===== config.mk =====
export PLATFORM = sky130hd
export DESIGN_NAME = soc_system_led_sequencer
export DESIGN_NICKNAME = d
export VERILOG_FILES = /design/src/rtl/soc_system_led_sequencer_pkg.sv /design/src/rtl/soc_system_led_seq_prescaler.sv /design/src/rtl/soc_system_led_sequencer.sv
export SDC_FILE = /design/constraint.sdc
export NUM_CORES = 1
export LEC_CHECK = 0
export CAP_MARGIN = 40
export CORE_AREA = 4 4 285 147
export CTS_BUF_LIST = sky130_fd_sc_hd__clkbuf_4
export CTS_CLUSTER_SIZE = 10
export DETAILED_ROUTE_END_ITERATION = 8
export DIE_AREA = 0 0 289 151
export PLACE_DENSITY = 0.56
export SYNTH_ARGS = -nofsm -noshare
export SYNTH_HDL_FRONTEND = slang
export SYNTH_SLANG_ARGS = --single-unit
export TNS_END_PERCENT = 10

===== constraint.sdc =====
create_clock -name clk -period 7.2 [get_ports clk]
set_input_delay 1.08 -clock clk [delete_from_list [all_inputs] [get_ports clk]]
set_output_delay 1.08 -clock clk [all_outputs]
set_load 0.05 [all_outputs]

===== src/rtl/soc_system_led_sequencer_pkg.sv =====
//------------------------------------------------------------------------------
// Module   : soc_system_led_sequencer_pkg
// Brief    : CSR map, bit positions and FSM encodings for the LED sequencer.
// Revision : 1.0 - initial release
//------------------------------------------------------------------------------
`default_nettype none

package soc_system_led_sequencer_pkg;

    localparam logic [3:0] c_addr_ctrl       = 4'd0;
    localparam logic [3:0] c_addr_status     = 4'd1;
    localparam logic [3:0] c_addr_prescale   = 4'd2;
    localparam logic [3:0] c_addr_length     = 4'd3;
    localparam logic [3:0] c_addr_manual     = 4'd4;
    localparam logic [3:0] c_addr_table_base = 4'd8;

    localparam int c_ctrl_run      = 0;
    localparam int c_ctrl_loop     = 1;
    localparam int c_stat_busy     = 0;
    localparam int c_stat_idx_lsb  = 4;
    localparam int c_stat_done     = 8;
    localparam int c_stat_reject   = 9;

    localparam logic [1:0] c_st_idle  = 2'd0;
    localparam logic [1:0] c_st_write = 2'd1;
    localparam logic [1:0] c_st_dwell = 2'd2;
    localparam logic [1:0] c_st_done  = 2'd3;

    localparam logic [1:0] c_pio_data_addr = 2'd0;

endpackage

`default_nettype wire


===== src/rtl/soc_system_led_seq_prescaler.sv =====
//------------------------------------------------------------------------------
// Module   : soc_system_led_seq_prescaler
// Brief    : Free-running tick prescaler; ticks every PRESCALE+1 cycles.
// Revision : 1.0 - initial release
//------------------------------------------------------------------------------
`default_nettype none

module soc_system_led_seq_prescaler
    import soc_system_led_sequencer_pkg::*;
#(
    parameter int PRESCALE_W = 16
) (
    input  logic                  clk,
    input  logic                  reset_n,
    input  logic                  clear,
    input  logic [PRESCALE_W-1:0] prescale,
    output logic                  tick
);

    logic [PRESCALE_W-1:0] r_count;

    // >= keeps a lowered PRESCALE from stalling until the counter wraps
    assign tick = !clear && (r_count >= prescale);

    always_ff @(posedge clk) begin
        if (!reset_n) begin
            r_count <= '0;
        end else if (clear || tick) begin
            r_count <= '0;
        end else begin
            r_count <= r_count + {{(PRESCALE_W-1){1'b0}}, 1'b1};
        end
    end

endmodule

`default_nettype wire


===== src/rtl/soc_system_led_sequencer.sv =====
//------------------------------------------------------------------------------
// Module   : soc_system_led_sequencer
// Brief    : CSR slave + PIO write master that plays a (pattern, dwell) table.
// Revision : 1.0 - initial release
//------------------------------------------------------------------------------
`default_nettype none

module soc_system_led_sequencer
    import soc_system_led_sequencer_pkg::*;
#(
    parameter int DEPTH      = 8,
    parameter int LED_W      = 5,
    parameter int DWELL_W    = 16,
    parameter int PRESCALE_W = 16
) (
    input  logic        clk,
    input  logic        reset_n,
    input  logic [3:0]  address,
    input  logic        chipselect,
    input  logic        write_n,
    input  logic [31:0] writedata,
    output logic [31:0] readdata,
    output logic        m_chipselect,
    output logic        m_write_n,
    output logic [1:0]  m_address,
    output logic [31:0] m_writedata
);

    localparam logic [3:0] c_depth = 4'(DEPTH);

    logic [1:0]            r_state, w_state_nxt;
    logic [2:0]            r_index, w_index_nxt;
    logic [DWELL_W-1:0]    r_dwell_cnt, w_dwell_nxt;
    logic                  r_run, r_loop, r_done, r_reject;
    logic [PRESCALE_W-1:0] r_prescale;
    logic [3:0]            r_length;
    logic [LED_W-1:0]      r_pat [DEPTH];
    logic [DWELL_W-1:0]    r_dwl [DEPTH];
    logic                  r_m_cs, r_m_wr_n;
    logic [31:0]           r_m_data;

    logic w_wr, w_ctrl_wr, w_man_wr, w_busy, w_abort, w_tick, w_last;
    logic w_set_done, w_clear_run, w_seq_wr, w_man_issue;
    logic [3:0]         w_eff_len;
    logic [DWELL_W-1:0] w_dwell_sel, w_dwell_load;
    logic               w_unused;

    assign w_wr        = chipselect && !write_n;
    assign w_ctrl_wr   = w_wr && (address == c_addr_ctrl);
    assign w_man_wr    = w_wr && (address == c_addr_manual);
    assign w_busy      = (r_state != c_st_idle);
    assign w_abort     = w_ctrl_wr && !writedata[c_ctrl_run] && w_busy;
    assign w_eff_len   = (r_length > c_depth) ? c_depth : r_length;
    // Also true when LENGTH was lowered under the running index
    assign w_last      = (({1'b0, r_index} + 4'd1) >= w_eff_len);
    assign w_dwell_sel = r_dwl[r_index];
    assign w_dwell_load = (w_dwell_sel == '0) ? DWELL_W'(1) : w_dwell_sel;
    assign w_seq_wr    = (w_state_nxt == c_st_write);
    assign w_man_issue = w_man_wr && !w_busy;
    assign w_unused    = &{1'b0, writedata[15:10], writedata[7:5]};

    soc_system_led_seq_prescaler #(
        .PRESCALE_W (PRESCALE_W)
    ) u_prescaler (
        .clk      (clk),
        .reset_n  (reset_n),
        .clear    (r_state != c_st_dwell),
        .prescale (r_prescale),
        .tick     (w_tick)
    );

    always_comb begin
        w_state_nxt = r_state;
        w_index_nxt = r_index;
        w_dwell_nxt = r_dwell_cnt;
        w_set_done  = 1'b0;
        w_clear_run = 1'b0;
        case (r_state)
            c_st_idle: begin
                if (w_ctrl_wr && writedata[c_ctrl_run] && (r_length != 4'd0)) begin
                    w_state_nxt = c_st_write;
                    w_index_nxt = 3'd0;
                end
            end
            c_st_write: begin
                w_dwell_nxt = w_dwell_load;
                w_state_nxt = w_abort ? c_st_idle : c_st_dwell;
            end
            c_st_dwell: begin
                if (w_abort) begin
                    w_state_nxt = c_st_idle;
                end else if (w_tick) begin
                    if (r_dwell_cnt <= DWELL_W'(1)) begin
                        if (!w_last) begin
                            w_index_nxt = r_index + 3'd1;
                            w_state_nxt = c_st_write;
                        end else if (r_loop) begin
                            w_index_nxt = 3'd0;
                            w_state_nxt = c_st_write;
                        end else begin
                            w_state_nxt = c_st_done;
                        end
                    end else begin
                        w_dwell_nxt = r_dwell_cnt - DWELL_W'(1);
                    end
                end
            end
            c_st_done: begin
                w_state_nxt = c_st_idle;
                w_set_done  = !w_abort;
                w_clear_run = 1'b1;
            end
            default: w_state_nxt = c_st_idle;
        endcase
    end

    always_ff @(posedge clk) begin
        if (!reset_n) begin
            r_state     <= c_st_idle;
            r_index     <= '0;
            r_dwell_cnt <= '0;
            r_run       <= 1'b0;
            r_loop      <= 1'b0;
            r_done      <= 1'b0;
            r_reject    <= 1'b0;
            r_prescale  <= '0;
            r_length    <= 4'd1;
            r_m_cs      <= 1'b0;
            r_m_wr_n    <= 1'b1;
            r_m_data    <= '0;
            for (int i = 0; i < DEPTH; i++) begin
                r_pat[i] <= '0;
                r_dwl[i] <= '0;
            end
        end else begin
            r_state     <= w_state_nxt;
            r_index     <= w_index_nxt;
            r_dwell_cnt <= w_dwell_nxt;
            if (w_wr && (address == c_addr_prescale)) r_prescale <= writedata[PRESCALE_W-1:0];
            if (w_wr && (address == c_addr_length))   r_length   <= writedata[3:0];
            if (w_ctrl_wr) begin
                r_run  <= writedata[c_ctrl_run];
                r_loop <= writedata[c_ctrl_loop];
            end
            if (w_clear_run) r_run <= 1'b0;
            if (w_wr && (address == c_addr_status)) begin
                if (writedata[c_stat_done])   r_done   <= 1'b0;
                if (writedata[c_stat_reject]) r_reject <= 1'b0;
            end
            if (w_set_done)            r_done   <= 1'b1;
            if (w_man_wr && w_busy)    r_reject <= 1'b1;
            for (int i = 0; i < DEPTH; i++) begin
                if (w_wr && (address == (c_addr_table_base + 4'(i)))) begin
                    r_pat[i] <= writedata[LED_W-1:0];
                    r_dwl[i] <= writedata[16 +: DWELL_W];
                end
            end
            r_m_cs   <= w_seq_wr || w_man_issue;
            r_m_wr_n <= !(w_seq_wr || w_man_issue);
            if (w_seq_wr) begin
                r_m_data <= 32'(r_pat[w_index_nxt]);
            end else if (w_man_issue) begin
                r_m_data <= 32'(writedata[LED_W-1:0]);
            end
        end
    end

    always_comb begin
        readdata = '0;
        case (address)
            c_addr_ctrl: begin
                readdata[c_ctrl_run]  = r_run;
                readdata[c_ctrl_loop] = r_loop;
            end
            c_addr_status: begin
                readdata[c_stat_busy]                = w_busy;
                readdata[c_stat_idx_lsb +: 3]        = r_index;
                readdata[c_stat_done]                = r_done;
                readdata[c_stat_reject]              = r_reject;
            end
            c_addr_prescale: readdata[PRESCALE_W-1:0] = r_prescale;
            c_addr_length:   readdata[3:0]            = r_length;
            default: begin
                if (address[3] && ({1'b0, address[2:0]} < c_depth)) begin
                    readdata[LED_W-1:0]     = r_pat[address[2:0]];
                    readdata[16 +: DWELL_W] = r_dwl[address[2:0]];
                end
            end
        endcase
    end

    assign m_chipselect = r_m_cs;
    assign m_write_n    = r_m_wr_n;
    assign m_address    = c_pio_data_addr;
    assign m_writedata  = r_m_data;

endmodule

`default_nettype wire


# == Word-level counts from Yosys, hierarchy flattened ==
# Memory sizes are Yosys's and may differ from the RTL's. A register that Yosys moved wholly into a read port is not among the register bits.
# Index checks and enable logic that the tools add are counted.
# totals
register_bits,68
latchBits,0
ramBits,168
elab_cells,192
rom_bits,0
memories,2
output_inout_bits,68
# mem_list
memory,depth,width,read_ports,rd_clocked_by_memory_dff,write_ports,line,rtl
r_dwl,8,16,2,1,8,soc_system_led_sequencer.sv:38,logic [DWELL_W-1:0] r_dwl [DEPTH];
r_pat,8,5,2,0,8,soc_system_led_sequencer.sv:37,logic [LED_W-1:0] r_pat [DEPTH];
# op_classes
n_shift,0
mux,84
add_sub_neg,4
reduce_logical,48
eq_ne,20
multipliers,0
bitwise_logic,17
div_mod_pow,0
order_cmp,4
# ops
operator,n
$mux 16,14
$mux 5,11
$mux 1,34
$eq 4x4->1 const B,8
$pmux 16 s2,1
$logic_and 1x1->1,21
$mux 3,7
$add 16x1->16 const B,1
$ge 16x16->1,1
$le 16x1->1 const B,1
$logic_not 16->1,1
$or 1x1->1,16
$sub 16x1->16 const B,1
$mux 2,7
$reduce_bool 2->1,7
$eq 4x2->1 const B,2
$pmux 1 s4,2
$pmux 2 s2,2
$pmux 2 s4,1
$reduce_or 2->1,4
$logic_not 1->1,6
$mux 6,1
$ne 2x2->1 const B,3
$pmux 2 s3,1
other kinds (20),24

# == Logic depth before layout (Yosys ltp) ==
# Gate-level depths: netlist of run 1.
# depth
depth_word,11
ltp_mapped,14
mapped_depth_nobuf,11

# == Modules after synthesis ==
# From an unflattened synthesis of run 1, not the netlist that was laid out.
# hier_totals
hier_cells,1230
hier_area_um2,13380.3
# by_module_without_submodules
module,n_inst,area_per_inst_um2,cells_each,seq_area_each_um2
soc_system_led_sequencer,1,12151.7,1094,6085.8
soc_system_led_seq_prescaler,1,1228.7,136,320.3

# == Worst setup path after synthesis of run 1 ==
# No wires, ideal clock.
# synth_timing
path_kind,input -> output
start,input port address[0]
end,output port readdata[4]
arrival_time_ns,3.514
path_slack_ns,2.606
path_stages,6
path_cell_list,clkbuf_1 buf_1 nor2b_1 clkbuf_1 a22oi_1 o21ai_0
# synth_via
elab_chain_len,3
word_cells_on_any_way,8
classes_between,eq/ne (3); mux (2); reduce/logical (2); memory (1)
# synth_lines
element,line,rtl
start: declaration,soc_system_led_sequencer.sv:18,"input logic [3:0] address,"
$mem_v2 8x5 (tied with other cells),-,
$mux 5 or $reduce_or 2->1 (tied branches),-,
$pmux 1 s3 (*),soc_system_led_sequencer.sv:170,case (address)
end: declaration,soc_system_led_sequencer.sv:22,"output logic [31:0] readdata,"
# Every way passes the cells marked *; elsewhere a longest branch is shown, timed or not.

# == Worst setup path after layout of run 1 ==
# layout_timing
start,input port address[1]
end,output port readdata[8]
# layout_via
elab_chain_len,2
word_cells_on_any_way,3
classes_between,eq/ne (2); mux (1)
# layout_lines
element,line
$eq 4x2->1 or $eq 4x1->1 (tied branches),soc_system_led_sequencer.sv:170
$pmux 2 s2 (*),soc_system_led_sequencer.sv:170
# Marked as above.

==> run_results.csv, run 1 <==
group,metric,value,unit
synth,yosysWarningCount,0,
floorplan,dieWidth,289,µm
power,p_int,0.00218,W
sta,worst_slew_pin_slew,0.894,ns
finish,diodes,0,
power,p_comb_share,12.0,%
detailed_routing,num_vias,9085,
status,status,"completed",
clock_network,cts_root_buf,"clkbuf_4",
sta,period_needed,5.27,ns
placed_design,io_buffers,78,
power,switching_share,28.2,%
clock_network,cts.repair.resized,0,
synth,async_reset_ff_share,0,%
clock_network,cts_tree,"built",
power,pwr-share-clk,36.9,%
setup_path,rr_endpoint,"r_dwell_cnt[7]",
setup_path,required,6.12,ns
setup_path,critical_path_buf_inv_count,3,
power,p_switching,0.000855,W
setup_path,arrival,4.19,ns
placed_design,dp_slack,1.96,ns
sta,setup_viol,0,
finish,drive_above_1_share,17.4,%
synth,syn_area_per_cell,11.5,µm²
clock_network,cts_setup_buffers,0,
flow_run,max_cap_viol_count,0,
sta,rsz0062_at_grt,"false",
power,power.share.sequential,51.1,%
min_path,hold_class,"reg2reg",
placed_design,hpwl,24600,µm
synth,synthCells,1088,
synth,synthFlopType,"edfxtp_1",
floorplan,std_cell_rows,52,
grt,grt_max_degree,44,
power,powerDensity,210,nW/µm²
floorplan,die_height,151,µm
floorplan,start_util,31.4,%
sta,worst_slack,1.93,ns
clock_network,cts_max_level,2,
sta,fin_tns_setup,0,ns
power,ir_drop,0.0825,mV
clock_network,clk_path_buf_depth,3,
sta,relSlewSlack,39.8,%
setup_path,crit_start,"address[1]",
setup_path,slowest_delay,0.85,ns
finish,final_util,36.5,%
clock_network,clk_pin_slew,0.08,ns
synth,ys_ff_latch,236,
finish,regArea,6410,µm²
sta,max_freq,190,MHz
sta,finalHoldViolCount,0,
detailed_routing,postRouteAntennaNets,0,
setup_path,crit_cells,6,
sta,clock_skew,0.0382,ns
power,p_leak,5.12,nW
detailed_routing,routed_wl,37400,µm
setup_path,cp_max_fo,29,
detailed_routing,drtIter0Drc,955,
finish,fill_cells,3974,
floorplan,core_area,39700,µm²
sta,final_max_slew_viol_count,0,
grt,grt_antenna_before_repair,0,
detailed_routing,first_pass_iters,8,
setup_path,reg2reg_from,"r_index[0]",
floorplan,io_pins,108,
setup_path,worstSetupEndpoint,"readdata[8]",
sta,finalCritPeriodShare,73.2,%
clock_network,hold_buffers,0,
finish,area_growth,15.9,%
setup_path,slowest_stage,"clkdlybuf4s50_1",
setup_path,reg2reg_slack,3.49,ns
clock_network,clkLatencyLatePin,0.74,ns
setup_path,startpoint_type,"input port",
setup_path,cp_top_family,"buffers and inverters",
synth,synth_cell_types,62,
detailed_routing,wl_per_cell,21.3,µm
setup_path,crit_type,"in2out",
synth,synth_edf_count,168,
clock_network,clkSinkCount,236,
grt,grt_pass1_wl,55900,µm
grt,grt_use_total,17.0,%
finish,fin_nets,1245,
grt,grt_pass1_vias,8722,
clock_network,cts_buffers,54,
setup_path,rr_worst_depth,9,
floorplan,die_area,43600,µm²
synth,ys_seq_area_share,51.3,%
placed_design,place.gp.congestion,0.796,
setup_path,end_kind,"output pin",
grt,grt-ovfl-total,0,
detailed_routing,viasPerCell,5.16,
finish,multi_input_area,5510,µm²
detailed_routing,drc,0,
synth,synth_area,12500,µm²
setup_path,worstPathCellList,"buf_2 -> buf_4 -> nor2b_1 -> a22oi_1 -> nor2_1 -> clkdlybuf4s50_1",
layout by cell type, fill, tap and decap left out, types with 4 or more instances in the layout:
cell type,Yosys,routed
ha_1,24,24
nor2_1,189,189
xnor2_1,4,4
nor4_1,5,5
nand2b_1,6,6
inv_1,50,50
o21ai_0,37,34
buf_4,30,26
clkinv_1,1,15
clkdlybuf4s50_1,0,74
and3_1,6,6
o221ai_1,7,7
xor2_1,12,12
o22ai_1,4,4
a21oi_1,41,41
a211oi_1,5,5
mux2_4,4,4
mux4_2,75,75
nand2_1,98,98
mux2_2,8,8
edfxtp_1,168,168
mux2i_1,56,56
nand4_1,14,14
nor3_1,19,19
nor2b_1,20,20
a22oi_1,9,9
a222oi_1,4,4
conb_1,1,29
nand3_1,11,11
clkbuf_4,0,77
or3_1,5,5
dfxtp_1,68,67
cell families after synthesis:
logic type | after synthesis | synth area share, %
AOI/OAI and AO/OA | 130 | 6.70
xor gates and xnor gates | 16 | 1.12
adders and majority gates | 24 | 2.41
buffers and inverters | 147 | 5.45
DFF | 236 | 51.3
muxes | 143 | 19.2
other | 1 | 0.0301
and+or+nand+nor | 391 | 13.7
worst min path at each step:
| stage | startpoint | to | slack [ns] | cells past startpoint |
|---|---|---|---|---|
| floorplan | r_prescale[10] | r_prescale[10] | 0.44 | 2 |
| global placement | r_prescale[7] | r_prescale[7] | 0.44 | 2 |
| detailed placement | r_prescale[14] | r_prescale[14] | 0.45 | 2 |
| CTS | r_prescale[12] | r_prescale[12] | 0.46 | 2 |
| global route | r_prescale[11] | r_prescale[11] | 0.49 | 2 |
| finish | r_prescale[11] | r_prescale[11] | 0.46 | 2 |
final cells by class:
class | instances | share of cell area (%)
sequential | 236 | 44.3
multi-input combinational | 733 | 38.1
timing repair buffer | 105 | 6.85
tap | 540 | 4.67
clock buffer | 77 | 4.00
inverter | 51 | 1.32
clock inverter | 20 | 0.778
cells in the mapped netlist (4+ instances only):
cell type,count,share of area (%)
nand3_1,11,0.44
a211oi_1,5,0.30
o221ai_1,7,0.49
clkbuf_1,50,1.5
mux2_2,8,0.72
edfxtp_1,168,40
nor3_1,19,0.76
a21oi_1,41,1.6
dfxtp_1,68,11
and3_1,6,0.30
o22ai_1,4,0.20
nor2b_1,20,1.0
xor2_1,12,0.84
xnor2_1,4,0.28
o21ai_0,37,1.5
ha_1,24,2.4
a222oi_1,4,0.32
nand2b_1,6,0.30
a22oi_1,9,0.54
nand2_1,98,2.9
nand4_1,14,0.70
nor4_1,5,0.25
buf_1,13,0.39
mux4_2,75,14
mux2i_1,56,4.5
nor2_1,189,5.7
or3_1,5,0.25
buf_4,30,1.8
inv_1,50,1.5
mux2_4,4,0.48
stage by stage:
stage | hold slack [ns] | total power [W] | cells | cell area [µm²]
final | 0.459 | 0.00303 | 1762 | 14500
after global routing | 0.487 | 0.00317 | 1762 | 14500
after CTS | 0.461 | 0.00307 | 1762 | 14500
after detailed placement | 0.452 | 0.00194 | 1665 | 13800
after global placement | 0.443 | 0.00194 | 1663 | 13700
after floorplan | 0.436 | 0.00182 | 1116 | 12600
routing by layer:
| layer | global-route usage (%) | wire length, µm | share of wire (%) | vias up |
|---|---|---|---|---|
| li1 | - | - | - | 4146 |
| met1 | 26.0 | 17900 | 48 | 4493 |
| met2 | 23.5 | 15400 | 41 | 381 |
| met3 | 5.13 | 3530 | 9.4 | 65 |
| met4 | 3.78 | 591 | 1.6 | 0 |
| met5 | 0 | 0 | 0 | - |
tightest hold or removal path, cell delays in order (launching register included):
cell,delay [ns]
dfxtp_1,0.31
nand2_1,0.05
a21oi_1,0.05
power by group through the flow:
stage / clock network (W) / logic [W] / registers (W)
2_1_floorplan: 0 / 0.000252 / 0.00157
3_3_place_gp: 0 / 0.000361 / 0.00158
3_5_place_dp: 0 / 0.000365 / 0.00158
4_1_cts: 0.00115 / 0.000366 / 0.00155
5_1_grt: 0.00123 / 0.000386 / 0.00156
6_report: 0.00112 / 0.000365 / 0.00155
registers in the layout (all words and copies together), names as in the netlist, 2 cells and up:
name	count
r_dwl	128
r_pat	40
r_dwell_cnt	16
r_prescale	16
u_prescaler.r_count	16
m_writedata	5
r_length	4
r_index	3
r_state	2
(Power assumes the default switching activity.)
==> inputs of run 2 (changes only) <==
--- a/config.mk
+++ b/config.mk
@@ -11,7 +11,7 @@
 export CTS_CLUSTER_SIZE = 10
 export DETAILED_ROUTE_END_ITERATION = 8
 export DIE_AREA = 0 0 289 151
-export PLACE_DENSITY = 0.56
+export PLACE_DENSITY = 0.58
 export SYNTH_ARGS = -nofsm -noshare
 export SYNTH_HDL_FRONTEND = slang
 export SYNTH_SLANG_ARGS = --single-unit
==> constraint.sdc (replaced) <==
create_clock -name clk -period 4.51 [get_ports clk]
set_input_delay 0.6765 -clock clk [delete_from_list [all_inputs] [get_ports clk]]
set_output_delay 0.6765 -clock clk [all_outputs]
set_load 0.05 [all_outputs]
==> run_results.csv, run 2 (synthesis gave the netlist of run 1 again) <==
group,metric,value,unit
sta,finalHoldViolCount,0,
sta,setup_viol,0,
clock_network,cts_tree,"built",
setup_path,slowest_stage,"dfxtp_1",
finish,fill_cells,3946,
setup_path,crit_type,"reg2reg",
setup_path,end_kind,"register",
clock_network,clk_path_buf_depth,3,
finish,reg.largest.list,"r_dwl (128), r_pat (40)",
floorplan,dieWidth,289,µm
setup_path,cp_max_fo,14,
sta,period_needed,3.95,ns
sta,final_max_slew_viol_count,0,
detailed_routing,drtIter0Drc,1030,
floorplan,core_area,39700,µm²
setup_path,reg2reg_from,"r_index[1]",
power,ir_drop,0.191,mV
detailed_routing,routed_wl,38400,µm
grt,grt_pass1_wl,57200,µm
finish,regArea,6410,µm²
clock_network,cts_setup_buffers,0,
detailed_routing,viasPerCell,5.21,
min_path,holdCritStartpoint,"address[2]",
clock_network,cts_root_buf,"clkbuf_4",
setup_path,cp_common_cell,"ha_1",
placed_design,dp_slack,0.183,ns
setup_path,worstPathCellList,"ha_1 -> xor2_1 -> ha_1 -> o21ai_0 -> a21oi_1 -> o21bai_1 -> a41o_1 -> a21o_1 -> mux2i_1 -> a211oi_1 -> or4_1",
power,p_total,0.00482,W
sta,worst_slew_pin_slew,0.891,ns
grt,grt-ovfl-total,0,
finish,layout_commonest_cell,"nor2_1",
sta,max_freq,253,MHz
finish,multi_input_area,5510,µm²
sta,fin_tns_setup,0,ns
setup_path,arrival,4.55,ns
floorplan,die_height,151,µm
flow_run,max_cap_viol_count,0,
detailed_routing,drc,0,
setup_path,rr_endpoint,"m_writedata[3]",
grt,grt_use_total,17.5,%
floorplan,std_cell_rows,52,
clock_network,cts.repair.resized,0,
finish,top_register,"r_dwl",
setup_path,reg2reg_slack,0.56,ns
finish,largest_register_ffs,128,
grt,grt_antenna_before_repair,0,
finish,design_area,14600,µm²
setup_path,slowest_delay,0.73,ns
placed_design,io_buffers,78,
clock_network,clkSinkCount,236,
grt,grt_max_degree,44,
sta,clock_skew,0.112,ns
clock_network,clk_pin_slew,0.08,ns
finish,area_growth,16.7,%
clock_network,hold_buffers,0,
setup_path,crit_start,"r_index[1]",
detailed_routing,first_pass_iters,5,
detailed_routing,postRouteAntennaNets,0,
finish,drive_above_1_share,19.2,%
placed_design,place.gp.congestion,0.867,
sta,rsz0062_at_grt,"false",
finish,final_util,36.7,%
setup_path,required,5.12,ns
status,status,"completed",
detailed_routing,num_vias,9272,
clock_network,cts_buffers,54,
floorplan,die_area,43600,µm²
sta,relSlewSlack,39.0,%
detailed_routing,wl_per_cell,21.6,µm
floorplan,io_pins,108,
power,p_leak,5.21,nW
placed_design,dpl_cell_area,13900,µm²
setup_path,worstSetupEndpoint,"m_writedata[3]",
finish,fin_nets,1259,
setup_path,rr_worst_depth,11,
finish,final_cell_mix,"nor2_1, edfxtp_1, nand2_1",
clock_network,clkLatencyLatePin,0.77,ns
min_path,hold_class,"in2reg",
grt,grt_pass1_vias,9108,
setup_path,startpoint_type,"register",
finish,diodes,0,
sta,finalCritPeriodShare,87.5,%
placed_design,hpwl,25200,µm
sta,worst_slack,0.563,ns
clock_network,cts_max_level,2,
power,powerDensity,331,nW/µm²
floorplan,start_util,31.4,%
==> run 2: area by class of cell <==
| class | count | area share [%] |
|---|---|---|
| Inverter | 51 | 1.31 |
| Multi-Input combinational cell | 733 | 37.8 |
| Clock inverter | 21 | 0.661 |
| Sequential cell | 236 | 44.0 |
| Clock buffer | 78 | 4.02 |
| Timing Repair Buffer | 119 | 7.54 |
| Tap cell | 540 | 4.64 |
==> run 2: worst min-delay path by stage <==
stage                     endpoint  slack, ns  cells past startpoint
floorplan           r_prescale[10]       0.44                      2
global placement    r_prescale[15]       0.44                      2
detailed placement   r_prescale[7]       0.45                      2
CTS                  r_prescale[2]       0.36                      5
global route             m_write_n       0.40                      2
finish               r_prescale[2]       0.44                      5
==> run 2: metal layers <==
| layer | vias to the layer above | track usage, % | part of all wire, % |
|---|---|---|---|
| met5 | - | 0 | 0 |
| met4 | 0 | 3.31 | 1.3 |
| met3 | 50 | 4.62 | 10 |
| met2 | 428 | 23.8 | 40 |
| met1 | 4615 | 27.7 | 49 |
| li1 | 4179 | - | - |
==> run 2: per-stage QoR <==
stage	hold slack [ns]	instances
global route	0.402	1778
finish	0.441	1778
floorplan	0.436	1116
detailed placement	0.450	1679
global placement	0.444	1679
CTS	0.357	1778
==> run 2: power breakdown <==
group / total (W) / switching [W] / leakage, nW / internal (W)
combinational: 0.000595 / 0.000378 / 2.64 / 0.000217
sequential: 0.00248 / 0.0000532 / 2.16 / 0.00242
clock: 0.00175 / 0.000943 / 0.411 / 0.000805
==> run 2: critical path, delay by kind of cell, from the launching register on <==
| kind | cells | cell delay, ns |
|---|---|---|
| flops | 1 | 0.73 |
| fa+ha+maj | 2 | 0.64 |
| simple gates | 1 | 0.52 |
| xor+xnor | 1 | 0.19 |
| mux | 1 | 0.26 |
| compound gates | 6 | 1.48 |
